File: src/rtl/m_rx_frame_check.sv
// Receive-side frame error checker.
// Follows a received frame byte by byte, feeds header and payload bytes to the
// CRC engine, captures marker/status/length/CRC fields and, one cycle after
// the frame ends, publishes a registered error vector with a one-cycle strobe.
// Saturating frame and error counters are kept alongside.
//
// Handshake: d_vld is a one-cycle strobe qualifying d; there is no ready, so
// every strobed byte is consumed in the cycle it is presented (bytes strobed
// during the single REPORT cycle are ignored). rx_errs_vld is a one-cycle
// strobe; rx_errs holds its value until the next strobe.
module m_rx_frame_check #(
  parameter logic [7:0] MARKER    = 8'h5A,
  parameter int         MRK_POS   = 0,
  parameter int         STS_POS   = 1,
  parameter int         LEN_POS   = 3,
  parameter int         HDR_LEN   = 4,
  parameter int         CRC_BYTES = 2,
  parameter int         MAX_LEN   = 255,
  parameter int         CNT_W     = 16
) (
  input  logic             clk,
  input  logic             n_rst,
  input  logic [7:0]       d,
  input  logic             d_vld,
  input  logic             pb_err,
  input  logic [15:0]      crc_calc,
  input  logic             frame_end,
  input  logic             cnt_clr,
  output logic             crc_en,
  output logic             crc_rst,
  output logic [6:0]       rx_errs,
  output logic             rx_errs_vld,
  output logic             service_req,
  output logic             sd_busy,
  output logic [CNT_W-1:0] frame_cnt,
  output logic [CNT_W-1:0] err_cnt
);

  typedef enum logic [1:0] {
    ST_IDLE   = 2'd0,
    ST_RX     = 2'd1,
    ST_REPORT = 2'd2
  } state_t;

  localparam logic [9:0]  MRK_IDX  = 10'(MRK_POS);
  localparam logic [9:0]  STS_IDX  = 10'(STS_POS);
  localparam logic [9:0]  LEN_IDX  = 10'(LEN_POS);
  localparam logic [9:0]  HDR_L    = 10'(HDR_LEN);
  localparam logic [9:0]  CRC_L    = 10'(CRC_BYTES);
  localparam logic [9:0]  MAX_N    = 10'(MAX_LEN);
  localparam logic [9:0]  IDX_MAX  = 10'd1023;
  localparam logic [15:0] CRC_MASK = (CRC_BYTES == 1) ? 16'h00FF : 16'hFFFF;

  state_t           state_q, state_d;
  logic [9:0]       idx_q, idx_d;
  logic             mrk_ok_q, mrk_ok_d;
  logic [2:0]       sts_q, sts_d;
  logic [7:0]       n_q, n_d;
  logic [15:0]      crc_rx_q, crc_rx_d;
  logic             pb_sticky_q, pb_sticky_d;
  logic [6:0]       rx_errs_q, rx_errs_d;
  logic             rx_errs_vld_q, rx_errs_vld_d;
  logic             service_req_q, service_req_d;
  logic             sd_busy_q, sd_busy_d;
  logic [CNT_W-1:0] frame_cnt_q, frame_cnt_d;
  logic [CNT_W-1:0] err_cnt_q, err_cnt_d;

  logic       byte_take;
  logic [9:0] pay_end;
  logic [9:0] frame_len;
  logic       err_mrk, err_sts, err_n, err_pb, err_crc, err_ovf, ok;

  // Frame geometry and the error vector derived from the captured fields.
  always_comb begin
    byte_take = d_vld && (state_q != ST_REPORT);
    pay_end   = HDR_L + {2'b00, n_q};
    frame_len = pay_end + CRC_L;
    err_mrk   = ~mrk_ok_q;
    err_sts   = sts_q[0];
    err_n     = (idx_q != frame_len) || ({2'b00, n_q} > MAX_N);
    err_pb    = pb_sticky_q;
    err_crc   = (idx_q != frame_len) || (((crc_rx_q ^ crc_calc) & CRC_MASK) != 16'h0000);
    err_ovf   = (idx_q > frame_len);
    ok        = ~(err_mrk | err_sts | err_n | err_pb | err_crc | err_ovf);
    crc_en    = byte_take && (idx_q < pay_end);
    crc_rst   = (state_q == ST_REPORT);
  end

  // Next-state, field capture, report and statistics logic.
  always_comb begin
    state_d       = state_q;
    idx_d         = idx_q;
    mrk_ok_d      = mrk_ok_q;
    sts_d         = sts_q;
    n_d           = n_q;
    crc_rx_d      = crc_rx_q;
    pb_sticky_d   = pb_sticky_q;
    rx_errs_d     = rx_errs_q;
    rx_errs_vld_d = 1'b0;
    service_req_d = service_req_q;
    sd_busy_d     = sd_busy_q;
    frame_cnt_d   = frame_cnt_q;
    err_cnt_d     = err_cnt_q;

    // A byte coinciding with frame_end is still processed before reporting.
    if (byte_take) begin
      idx_d = (idx_q == IDX_MAX) ? idx_q : idx_q + 10'd1;
      if (idx_q == MRK_IDX) mrk_ok_d = (d == MARKER);
      if (idx_q == STS_IDX) sts_d = d[2:0];
      if (idx_q == LEN_IDX) n_d = d;
      if ((idx_q >= pay_end) && (idx_q < frame_len)) crc_rx_d = {crc_rx_q[7:0], d};
    end

    if (pb_err && (state_q != ST_IDLE)) pb_sticky_d = 1'b1;

    case (state_q)
      ST_IDLE: begin
        if (frame_end)      state_d = ST_REPORT;
        else if (byte_take) state_d = ST_RX;
      end
      ST_RX: begin
        if (frame_end) state_d = ST_REPORT;
      end
      ST_REPORT: begin
        state_d       = ST_IDLE;
        rx_errs_d     = {err_ovf, err_crc, err_pb, err_n, err_sts, err_mrk, ok};
        rx_errs_vld_d = 1'b1;
        service_req_d = sts_q[1];
        sd_busy_d     = sts_q[2];
        if (frame_cnt_q != '1) frame_cnt_d = frame_cnt_q + 1'b1;
        if (!ok && (err_cnt_q != '1)) err_cnt_d = err_cnt_q + 1'b1;
        // Leaving REPORT returns all per-frame captures to their idle values.
        idx_d       = 10'd0;
        mrk_ok_d    = 1'b0;
        sts_d       = 3'd0;
        n_d         = 8'd0;
        crc_rx_d    = 16'h0000;
        pb_sticky_d = 1'b0;
      end
      default: state_d = ST_IDLE;
    endcase

    if (cnt_clr) begin
      frame_cnt_d = '0;
      err_cnt_d   = '0;
    end
  end

  // State and datapath registers with asynchronous active-low reset.
  always_ff @(posedge clk or negedge n_rst) begin
    if (!n_rst) begin
      state_q       <= ST_IDLE;
      idx_q         <= 10'd0;
      mrk_ok_q      <= 1'b0;
      sts_q         <= 3'd0;
      n_q           <= 8'd0;
      crc_rx_q      <= 16'h0000;
      pb_sticky_q   <= 1'b0;
      rx_errs_q     <= 7'd0;
      rx_errs_vld_q <= 1'b0;
      service_req_q <= 1'b0;
      sd_busy_q     <= 1'b0;
      frame_cnt_q   <= '0;
      err_cnt_q     <= '0;
    end else begin
      state_q       <= state_d;
      idx_q         <= idx_d;
      mrk_ok_q      <= mrk_ok_d;
      sts_q         <= sts_d;
      n_q           <= n_d;
      crc_rx_q      <= crc_rx_d;
      pb_sticky_q   <= pb_sticky_d;
      rx_errs_q     <= rx_errs_d;
      rx_errs_vld_q <= rx_errs_vld_d;
      service_req_q <= service_req_d;
      sd_busy_q     <= sd_busy_d;
      frame_cnt_q   <= frame_cnt_d;
      err_cnt_q     <= err_cnt_d;
    end
  end

  assign rx_errs     = rx_errs_q;
  assign rx_errs_vld = rx_errs_vld_q;
  assign service_req = service_req_q;
  assign sd_busy     = sd_busy_q;
  assign frame_cnt   = frame_cnt_q;
  assign err_cnt     = err_cnt_q;

endmodule

File: config.mk
export PLATFORM = sky130hd
export DESIGN_NAME = m_rx_frame_check
export DESIGN_NICKNAME = d
export VERILOG_FILES = /design/src/rtl/m_rx_frame_check.sv
export SDC_FILE = /design/constraint.sdc
export NUM_CORES = 1
export LEC_CHECK = 0
export CAP_MARGIN = 20
export CORE_ASPECT_RATIO = 1.2
export CORE_MARGIN = 5
export CORE_UTILIZATION = 50
export CTS_CLUSTER_DIAMETER = 60
export DETAILED_ROUTE_END_ITERATION = 7
export GPL_ROUTABILITY_DRIVEN = 0
export HOLD_SLACK_MARGIN = 0.1
export PLACE_DENSITY = 0.87
export SETUP_SLACK_MARGIN = 0.15
export SLEW_MARGIN = 20
export SYNTH_ARGS = -nofsm -noshare
export SYNTH_HDL_FRONTEND = slang
export SYNTH_SLANG_ARGS = --single-unit
File: constraint.sdc
create_clock -name clk -period 5.77 [get_ports clk]
set_input_delay 1.154 -clock clk [delete_from_list [all_inputs] [get_ports clk]]
set_output_delay 1.154 -clock clk [all_outputs]
set_load 0.05 [all_outputs]
; Word level (Yosys, flattened, before mapping)
; Index checks and enable logic that the tools add are counted.
[totals]
regBits = 83
inputBits = 30
output_inout_bits = 44
word_cells = 98
[classes]
add_sub_neg = 5
n_lt_le_gt_ge = 4
n_eq_ne = 13
n_mux = 28
bitwise = 8
reduce_logical = 27
[ops]
columns = operator, n
row1 = $mux W16, 9
row2 = $add A16 B1 Y16 const B, 2
row3 = $ne A16 B16 Y1 const B, 2
row4 = $mux W10, 3
row5 = $mux W8, 3
row6 = $reduce_bool A2 Y1, 10
row7 = $reduce_and A2 Y1, 8
row8 = $reduce_bool A16 Y1, 1
row9 = $xor A16 B16 Y16, 1
row10 = $add A10 B1 Y10 const B, 1
row11 = $add A9 B2 Y10 const B, 1
row12 = $eq A10 B1 Y1 const B, 1
row13 = $eq A10 B10 Y1 const B, 1
row14 = $eq A10 B2 Y1 const B, 1
row15 = $ge A10 B9 Y1, 1
row16 = $gt A10 B10 Y1, 1
row17 = $logic_not A10 Y1, 1
row18 = $lt A10 B10 Y1, 1
row19 = $lt A10 B9 Y1, 1
row20 = $ne A10 B10 Y1, 1
row21 = $add A3 B8 Y9 const A, 1
row22 = $mux W3, 3
row23 = $eq A8 B7 Y1 const B, 1
row24 = $mux W1, 6
row25 = 11 further kinds, 24

; Logic depth before layout (Yosys ltp)
; Gate-level depths: netlist (run 1).
[logic_depth]
word_depth = 11
ltp_mapped = 14

; Worst setup path after synthesis (run 1)
; No wires, ideal clock.
[synth_path]
path_type = reg-to-output
start = register n_q[2]
end = output port crc_en
arrival_time_ns = 2.863
setup_slack_ns = 1.753
path_stages_with_launch = 7
path_buffers = 0
cell_sequence = dfrtp_1 > inv_1 > ha_1 > ha_1 > a2111oi_0 > a21oi_1 > a311oi_1
[synth_via]
elab_chain_cells = 3
[synth_rtl]
columns = element, line
row1 = "start, declared", 58  ; logic [7:0] n_q, n_d;
row2 = "start signal, assigned", 170  ; n_q <= n_d;
row3 = $add A3 B8 Y9, 76  ; pay_end = HDR_L + {2'b00, n_q};
row4 = $lt A10 B9 Y1, 85  ; crc_en = byte_take && (idx_q < pay_end);
row5 = $logic_and A1 B1 Y1, 85
row6 = "end, declared", 29  ; output logic crc_en,
; Every way passes these cells.

; Final worst setup path (run 1)
; Same ends and word-level chain as after synthesis.

==> results.cfg, run 1 <==
[global_route]
grt_pass1_vias = 3965
grt_max_degree = 84
antenna_found_initial = 0
grt_use_total_pct = 20.6
grt.overflow.total = 0
grt_pass1_wl_mm = 19.2

[floorplan]
die-area_mm2 = 0.0117
coreArea_mm2 = 0.00947
die_x_um = 99.4
start_util_pct = 50.6
row_count = 39
die_y_um = 117
io_pins = 74

[cts]
ctsHoldBuffers = 0
post_cts_buffers = 0
numCtsBuffers = 9
htreeDepth = 3
clk_latency_ns = 0.34
clkSlewWorstSetupHoldPaths_ns = 0.06
cts_tree = done
clock_path_buffers = 2
clock-root-buffer = clkbuf_16
cts_sinks = 83
ctsResizeCount = 0

[sta]
relSlewSlack_pct = 27.6
fmax_mhz = 228
slew_viol_final = 0
fin_crit_sh_pct = 76.0
period_minus_slack_ns = 4.39
setup_violations = 0
worstMarginPinSlew_ns = 1.08
hold_viol_final = 0
fin_setup_tns_ns = 0
finClkSkew_ns = 0.0107
rsz0062_at_grt = no

[status]
outcome = finished clean

[synth]
synth-xor-area-share_pct = 9.06
synthCells = 497
synth_edf_count = 0
synthAdderAreaFrac_pct = 6.53
synth.area.top_cells = dfrtp_1, ha_1, xor2_1, nand2_1, mux2i_1
syn-mean-instance-area_um2 = 9.64
synth_nets = 552
syn_area_mm2 = 0.00479
synth-compound-area-share_pct = 7.49
ys_ff_latch = 83
synth_top_area_cell = dfrtp_1
yosys.area.top_type_share_pct = 43.3
synth_most_common_cell = dfrtp_1
synth_ff_type = dfrtp_1
synth-seq-area-share_pct = 43.3
synth_cell_type_count = 51
async_flop_share_pct = 100
yosysWarnings = 0
synthSimpleGateAreaFrac_pct = 23.4
synthMuxAreaShare_pct = 7.55
synth_top_family_by_area = simple AND/OR/NAND/NOR gates
netlist_top_cells_count = dfrtp_1, nand2_1, nor2_1

[worst_hold_path]
min_path_cells = 2
hp-class = reg2reg

[route]
avgRoutedWirePerCell_um = 16.3
drc = 0
route.vias.total = 3927
first_pass_iters = 5
ant_nets = 0
wl_mm = 11.3
routed_via_density = 5.65
dr.first_iter.drc_count = 269

[finish]
fin_nets = 622
antenna_cells = 0
fin_area_mm2 = 0.00592
drive_above_1_share_pct = 7.17
syn2layout_area_growth_pct = 23.6

[worst_setup_path]
cp-start-kind = flop
rr_worst_depth = 12
crit_arrival_ns = 3.23
cp_cell_sequence = inv_1, ha_1, ha_1, a2111oi_0, a21oi_1, a311oi_1, clkdlybuf4s50_1
critPathSlowestCell = clkdlybuf4s50_1
cp.required_ns = 4.62
critPathMaxStageDelay_ns = 0.85
end_kind = output port
crit_path_frequent_cell = ha_1
r2r_slack_ns = 1.61
cp_max_fo = 6
crit_type = reg2out

[place]
dp_hpwl_mm = 8.28
dpl-instance-area_mm2 = 0.00562
port_buffers = 73

[flow_run]
cap_viol_max_count = 0

[pwr]
ir_worst_vdd_v = 0.000173
pwr_density_cell_mw_per_mm2 = 305
total_power_uw = 1800
p_leak_uw = 0.00265
==> worst max-delay path: cells and delay by family, from the launching register on <==
family                   cells  cell delay [ns]
AO/OA/AOI/OAI                3             0.84
adder cells (fa/ha/maj)      2             0.67
buffers and inverters        2             0.95
flip-flops                   1             0.44
==> cell type report <==
type	count	area, um2
fillers	799	3550
multi-input cells	384	2590
flip-flops and latches	83	2080
repair buffers	78	777
clock buffers	12	246
well taps	123	154
inverters	11	41.3
clock inverters	4	33.8
==> per-layer routing <==
metal / track usage (%) / vias to the layer above / part of all wire (%)
li1: - / 1871 / -
met1: 25.6 / 1908 / 42
met2: 35.6 / 123 / 51
met3: 3.32 / 25 / 4.5
met4: 9.02 / 0 / 2.6
met5: 0 / - / 0
==> cell families after synthesis <==
logic type | after synthesis
and+or+nand+nor | 224
xor gates and xnor gates | 47
adders and majority gates | 25
other | 1
AOI/OAI and AO/OA | 52
buffers and inverters | 30
muxes | 35
DFF | 83
==> state kept, by name, summed over array words and instances, names as in the netlist, 2 cells and up <==
name       cells
state_q        2
rx_errs        7
crc_rx_q      16
frame_cnt     16
err_cnt       16
idx_q         10
n_q            8
sts_q          3
==> metrics by stage <==
stage	cells	hold WS (ns)	utilization [%]	worst slack [ns]
final	695	0.466	62.5	1.38
after global routing	695	0.522	62.5	1.21
after CTS	694	0.468	62.3	1.37
after detailed placement	678	0.454	59.4	1.66
after global placement	678	0.451	59.4	1.81
after floorplan	497	0.439	-	1.75
==> placed cells by master (no fill, tap or decap), types with 2 or more instances in the layout <==
cell type	netlist	final
clkbuf_16	0	9
clkbuf_1	14	2
nor4_4	2	2
mux2_2	7	7
a21o_1	6	6
nor3_1	4	4
or3_1	5	5
or3b_2	2	2
nand4_1	19	19
ha_1	25	25
nor2b_1	11	11
nor4_1	13	13
nor3b_1	3	3
nand3_1	19	19
clkdlybuf4s50_1	0	72
o21ai_0	9	9
o21a_1	2	2
o31ai_1	5	5
mux2i_1	26	26
and4_1	4	4
inv_1	11	11
a21oi_1	17	17
and3_1	4	4
mux2_1	2	2
clkinv_4	0	2
xor2_1	34	34
xnor2_1	11	11
or4_1	5	5
nand2_1	72	72
buf_4	0	4
dfrtp_1	83	83
nor2_1	56	56
o21ba_2	2	2
==> power by group <==
group / internal (uW) / total, uW / switching [uW]
clock network: 307 / 540 / 233
registers: 662 / 738 / 75.6
logic: 224 / 526 / 301
==> final timing paths <==
check                      startpoint          end
setup / recovery               n_q[2]       crc_en
hold / removal               sts_q[1]  service_req
setup reg to reg               n_q[2]  err_cnt[10]
hold reg to reg              sts_q[1]  service_req
max in group asynchronous       n_rst     idx_q[9]
min in group asynchronous       n_rst  err_cnt[12]
Power figures use the tool's default switching activity.
==> inputs of run 2 (changes only) <==
--- a/config.mk
+++ b/config.mk
@@ -8,12 +8,12 @@
 export CAP_MARGIN = 20
 export CORE_ASPECT_RATIO = 1.2
 export CORE_MARGIN = 5
-export CORE_UTILIZATION = 50
+export CORE_UTILIZATION = 49
 export CTS_CLUSTER_DIAMETER = 60
 export DETAILED_ROUTE_END_ITERATION = 7
 export GPL_ROUTABILITY_DRIVEN = 0
 export HOLD_SLACK_MARGIN = 0.1
-export PLACE_DENSITY = 0.87
+export PLACE_DENSITY = 0.89
 export SETUP_SLACK_MARGIN = 0.15
 export SLEW_MARGIN = 20
 export SYNTH_ARGS = -nofsm -noshare
==> constraint.sdc (replaced) <==
create_clock -name clk -period 3.6 [get_ports clk]
set_input_delay 0.72 -clock clk [delete_from_list [all_inputs] [get_ports clk]]
set_output_delay 0.72 -clock clk [all_outputs]
set_load 0.05 [all_outputs]
==> run 2 against run 1 <==
- clock skew is 0.0015 ns lower
- highest routed layer unchanged
- largest power group unchanged
- combinational power rose by 69%
- die area up 1.8%
- largest cell class unchanged
- flip-flop and latch count did not move
- hold slack got worse by 0.053 ns
- core utilization grew 0.67 points
- non-clock buffer count up 4
==> results.cfg, run 2 (synthesis results as in run 1) <==
[status]
outcome = finished clean

[route]
drc = 0
dr.first_iter.drc_count = 283
avgRoutedWirePerCell_um = 16.7
ant_nets = 0
first_pass_iters = 5
wl_mm = 11.7
routed_via_density = 5.82
route.vias.total = 4067

[sta]
relSlewSlack_pct = 41.8
finClkSkew_ns = 0.00919
setup_violations = 0
worstMarginPinSlew_ns = 0.870
fin_ws_ns = 0.252
period_minus_slack_ns = 3.35
slew_viol_final = 0
fin_crit_sh_pct = 93.0
rsz0062_at_grt = yes
fin_setup_tns_ns = 0
hold_viol_final = 0
fmax_mhz = 299

[flow_run]
cap_viol_max_count = 0

[worst_hold_path]
hp-class = in2async

[cts]
ctsHoldBuffers = 0
clock_path_buffers = 2
cts_sinks = 83
numCtsBuffers = 9
cts_tree = done
clock-root-buffer = clkbuf_16
clkSlewWorstSetupHoldPaths_ns = 0.06
clk_latency_ns = 0.34
htreeDepth = 3

[worst_setup_path]
crit_type = reg2reg
critPathSlowestCell = dfrtp_2
cp-start-kind = flop
cpLargestDelayFamily = simple AND/OR/NAND/NOR gates
worst-path-buf-inv = 1
crit_arrival_ns = 3.57
end_kind = flop
cp.required_ns = 3.83
critPathMaxStageDelay_ns = 0.44
cp_max_fo = 24
cp_cell_sequence = ha_1, xnor2_2, nor3b_2, nor3b_2, xnor2_1, ha_1, nand4_1, nor4_2, nand2_1, nor4_4, buf_12, nor4_1, mux2_1

[pwr]
ir_worst_vdd_v = 0.000274
pwr_density_cell_mw_per_mm2 = 496
p_leak_uw = 0.00268

[finish]
antenna_cells = 0
final_cell_mix = dfrtp_1, nand2_1, clkdlybuf4s50_1
fin_nets = 626
drive_above_1_share_pct = 9.55
syn2layout_area_growth_pct = 26.2
final_common_cell = dfrtp_1

[global_route]
grt_use_total_pct = 20.5
grt_max_degree = 84
antenna_found_initial = 0
grt.overflow.total = 0
grt_pass1_vias = 4115
grt_pass1_wl_mm = 19.7

[floorplan]
die_y_um = 118
row_count = 39
start_util_pct = 50.1
die_x_um = 100
coreArea_mm2 = 0.00956
die-area_mm2 = 0.0119
io_pins = 74

[place]
dp_hpwl_mm = 8.26
pre_cts_slack_ns = 0.106
port_buffers = 73
run 2: path summary, 6_finish.rpt:
path / start / end / slack, ns / cells after the start
worst min register to register: rx_errs[3] / rx_errs[3] / 0.48 / 1
worst min-delay path: n_rst / err_cnt[14] / 0.41 / 1
min in group clk: rx_errs[3] / rx_errs[3] / 0.48 / 1
worst max register to register: n_q[2] / err_cnt[14] / 0.25 / 13
worst max-delay path: n_q[2] / err_cnt[14] / 0.25 / 13
max in group asynchronous: n_rst / n_q[2] / 2.62 / 1
run 2: stage by stage:
stage          cell area (um2)  instances  hold WS [ns]  power, uW  util [%]
5_1_grt                   6050        699         0.484       3150      63.2
4_1_cts                   6010        698         0.485       3000      62.8
3_5_place_dp              5700        682         0.469       2060      59.6
2_1_floorplan             4800        497         0.424       1780         -
6_report                  6050        699         0.413       3000      63.2
3_3_place_gp              5700        682         0.452       2010      59.6
run 2: worst register-to-register path, stage by stage (launching register included):
cell and delay [ns]:
dfrtp_2 0.44, ha_1 0.26, xnor2_2 0.20, nor3b_2 0.24, nor3b_2 0.22, xnor2_1 0.09
ha_1 0.30, nand4_1 0.16, nor4_2 0.34, nand2_1 0.18, nor4_4 0.23, buf_12 0.20
nor4_1 0.08, mux2_1 0.30
run 2: timing repair:
item,in CTS,in global routing
gates resized for setup,2,6
cloned,0,0
setup buffers,0,1
endpoints found under the setup margin,12,33
pin swaps,0,5
run 2: layout make-up:
type | instances | area [um2]
fill | 776 | 3520
multi-input combinational | 384 | 2630
sequential | 83 | 2080
timing repair buffer | 82 | 845
clock buffer | 11 | 233
tap | 123 | 154
clock inverter | 5 | 62.6
inverter | 11 | 41.3
run 2: per-layer routing:
layer | GRT usage (%) | up-vias | wire, um
li1 | - | 1885 | -
met2 | 35.0 | 172 | 6030
met5 | 0 | - | 0
met4 | 7.33 | 0 | 278
met1 | 25.3 | 1985 | 4690
met3 | 4.24 | 25 | 707
run 2: power breakdown:
group / switching (uW) / internal (uW)
sequential: 125 / 1060
clock: 378 / 541
combinational: 508 / 384
==> inputs of run 3 (changes only) <==
--- a/config.mk
+++ b/config.mk
@@ -7,7 +7,7 @@
 export LEC_CHECK = 0
 export CAP_MARGIN = 20
 export CORE_ASPECT_RATIO = 1.2
-export CORE_MARGIN = 5
+export CORE_MARGIN = 4
 export CORE_UTILIZATION = 49
 export CTS_CLUSTER_DIAMETER = 60
 export DETAILED_ROUTE_END_ITERATION = 7
==> run 3 against run 2 <==
- setup slack got worse by 0.031 ns
- die area fell by 3.7%
- sequential share of layout area fell by 0.35 points
- hold slack improved by 0.012 ns
- count of clock-buffer cells in the layout rose by 1
- fmax fell by 0.91%
- clock power fell by 0.4%
- routed wire length rose by 0.94%
- core utilization rose by 1.0 points
- register-to-register slack barely moved
- flip-flop and latch count did not move
- first-iteration DRC count fell by 13%
- largest cell class unchanged
==> results.cfg, run 3 (synthesis results as in run 1) <==
[status]
outcome = finished clean

[route]
ant_nets = 0
route.vias.total = 4063
routed_via_density = 5.80
dr.first_iter.drc_count = 245
drc = 0
wl_mm = 11.8
avgRoutedWirePerCell_um = 16.9
first_pass_iters = 4

[worst_setup_path]
cp_cell_sequence = buf_4, nand3_1, xor2_1, ha_1, o21a_1, nor2_1, a21oi_1, a311oi_2, buf_12
crit_type = reg2out
r2r_start = n_q[3]
crit_arrival_ns = 2.66
end_kind = output port
startpoint = n_q[2]
critPathMaxStageDelay_ns = 0.43
cp-start-kind = flop
critPathSlowestCell = dfrtp_2
rr_worst_depth = 13
r2r_slack_ns = 0.25
cpLargestDelayFamily = compound AO/OA/AOI/OAI gates
cp_max_fo = 4
r2r_end = crc_rx_q[5]
cp.required_ns = 2.88
worst-path-buf-inv = 2

[global_route]
grt_use_total_pct = 21.0
grt.overflow.total = 0
grt_pass1_wl_mm = 19.6
grt_pass1_vias = 4158
grt_max_degree = 84
antenna_found_initial = 0

[cts]
clk_latency_ns = 0.33
clock_path_buffers = 2
cts_sinks = 83
ctsHoldBuffers = 0
clkSlewWorstSetupHoldPaths_ns = 0.06
htreeDepth = 3
clock-root-buffer = clkbuf_16
numCtsBuffers = 9
cts_tree = done

[finish]
final_common_cell = dfrtp_1
antenna_cells = 0
fin_nets = 627
drive_above_1_share_pct = 10.4
syn2layout_area_growth_pct = 27.5
fin_area_mm2 = 0.00611
final_cell_mix = dfrtp_1, nand2_1, clkdlybuf4s50_1
final_cells = 700

[floorplan]
io_pins = 74
die_x_um = 98.3
row_count = 39
die-area_mm2 = 0.0114
die_y_um = 116
start_util_pct = 50.4
coreArea_mm2 = 0.00952

[sta]
worstMarginPinSlew_ns = 0.885
fin_setup_tns_ns = 0
slew_viol_final = 0
setup_violations = 0
fmax_mhz = 296
relSlewSlack_pct = 40.8
hold_viol_final = 0
finClkSkew_ns = 0.00713
rsz0062_at_grt = no
fin_crit_sh_pct = 93.8
period_minus_slack_ns = 3.38

[pwr]
pwr_density_cell_mw_per_mm2 = 498
p_leak_uw = 0.00270
ir_worst_vdd_v = 0.000275

[place]
place_inst = 681
dp_hpwl_mm = 8.22
port_buffers = 73
dpl-instance-area_mm2 = 0.00570

[worst_hold_path]
hp-class = in2async

[flow_run]
cap_viol_max_count = 0
==> run 3: metal layers <==
metal | global-route usage [%] | part of all wire, % | vias to the layer above | routed length (um)
met4 | 9.11 | 3.6 | 0 | 425
met3 | 4.06 | 6.0 | 41 | 708
met2 | 36.9 | 50 | 170 | 5950
met5 | 0 | 0 | - | 0
li1 | - | - | 1886 | -
met1 | 25.4 | 40 | 1966 | 4730
==> run 3: area by class of cell <==
cell class,count,area [um2]
fill,752,3400
sequential,83,2080
multi-input combinational,384,2670
inverter,11,41.3
timing repair buffer,83,870
tap,123,154
clock buffer,12,246
clock inverter,4,50.0
==> run 3: stage by stage <==
stage / utilization (%) / setup WS (ns) / hold slack (ns) / power, uW
6_report: 64.2 / 0.222 / 0.426 / 3040
4_1_cts: 63.1 / 0.160 / 0.476 / 2990
3_3_place_gp: 59.9 / 0.178 / 0.452 / 2020
3_5_place_dp: 59.9 / 0.0690 / 0.464 / 2060
5_1_grt: 64.2 / 0.123 / 0.495 / 3190
2_1_floorplan: - / 0.287 / 0.424 / 1780
==> run 3: worst register-to-register path: cells and delay by family, from the launching register on <==
| kind | cells | cell delay (ns) |
|---|---|---|
| compound gates | 5 | 1.12 |
| fa+ha+maj | 2 | 0.47 |
| buf+inv | 1 | 0.25 |
| xor+xnor | 2 | 0.31 |
| simple gates | 2 | 0.49 |
| mux | 1 | 0.20 |
| flops | 1 | 0.44 |
==> run 3: worst max-delay path by stage <==
stage                              end  slack (ns)  depth (start not counted)
final                           crc_en        0.22                          9
after global routing       crc_rx_q[5]        0.12                         13
after CTS                 crc_rx_q[12]        0.16                         13
after detailed placement   err_cnt[14]        0.07                         13
after global placement     err_cnt[10]        0.18                         13
after floorplan           crc_rx_q[13]        0.29                         13
==> run 3: repair_timing <==
action | 4_1_cts | 5_1_grt
gates cloned | 0 | 1
endpoints found under the setup margin | 26 | 33
resized for setup | 3 | 11
hold endpoints to repair | 0 | 0
pin swaps | 1 | 5
buffers inserted | 0 | 2
==> run 3: power breakdown <==
group	internal [uW]	switching [uW]
combinational	416	525
sequential	1060	124
clock	556	360
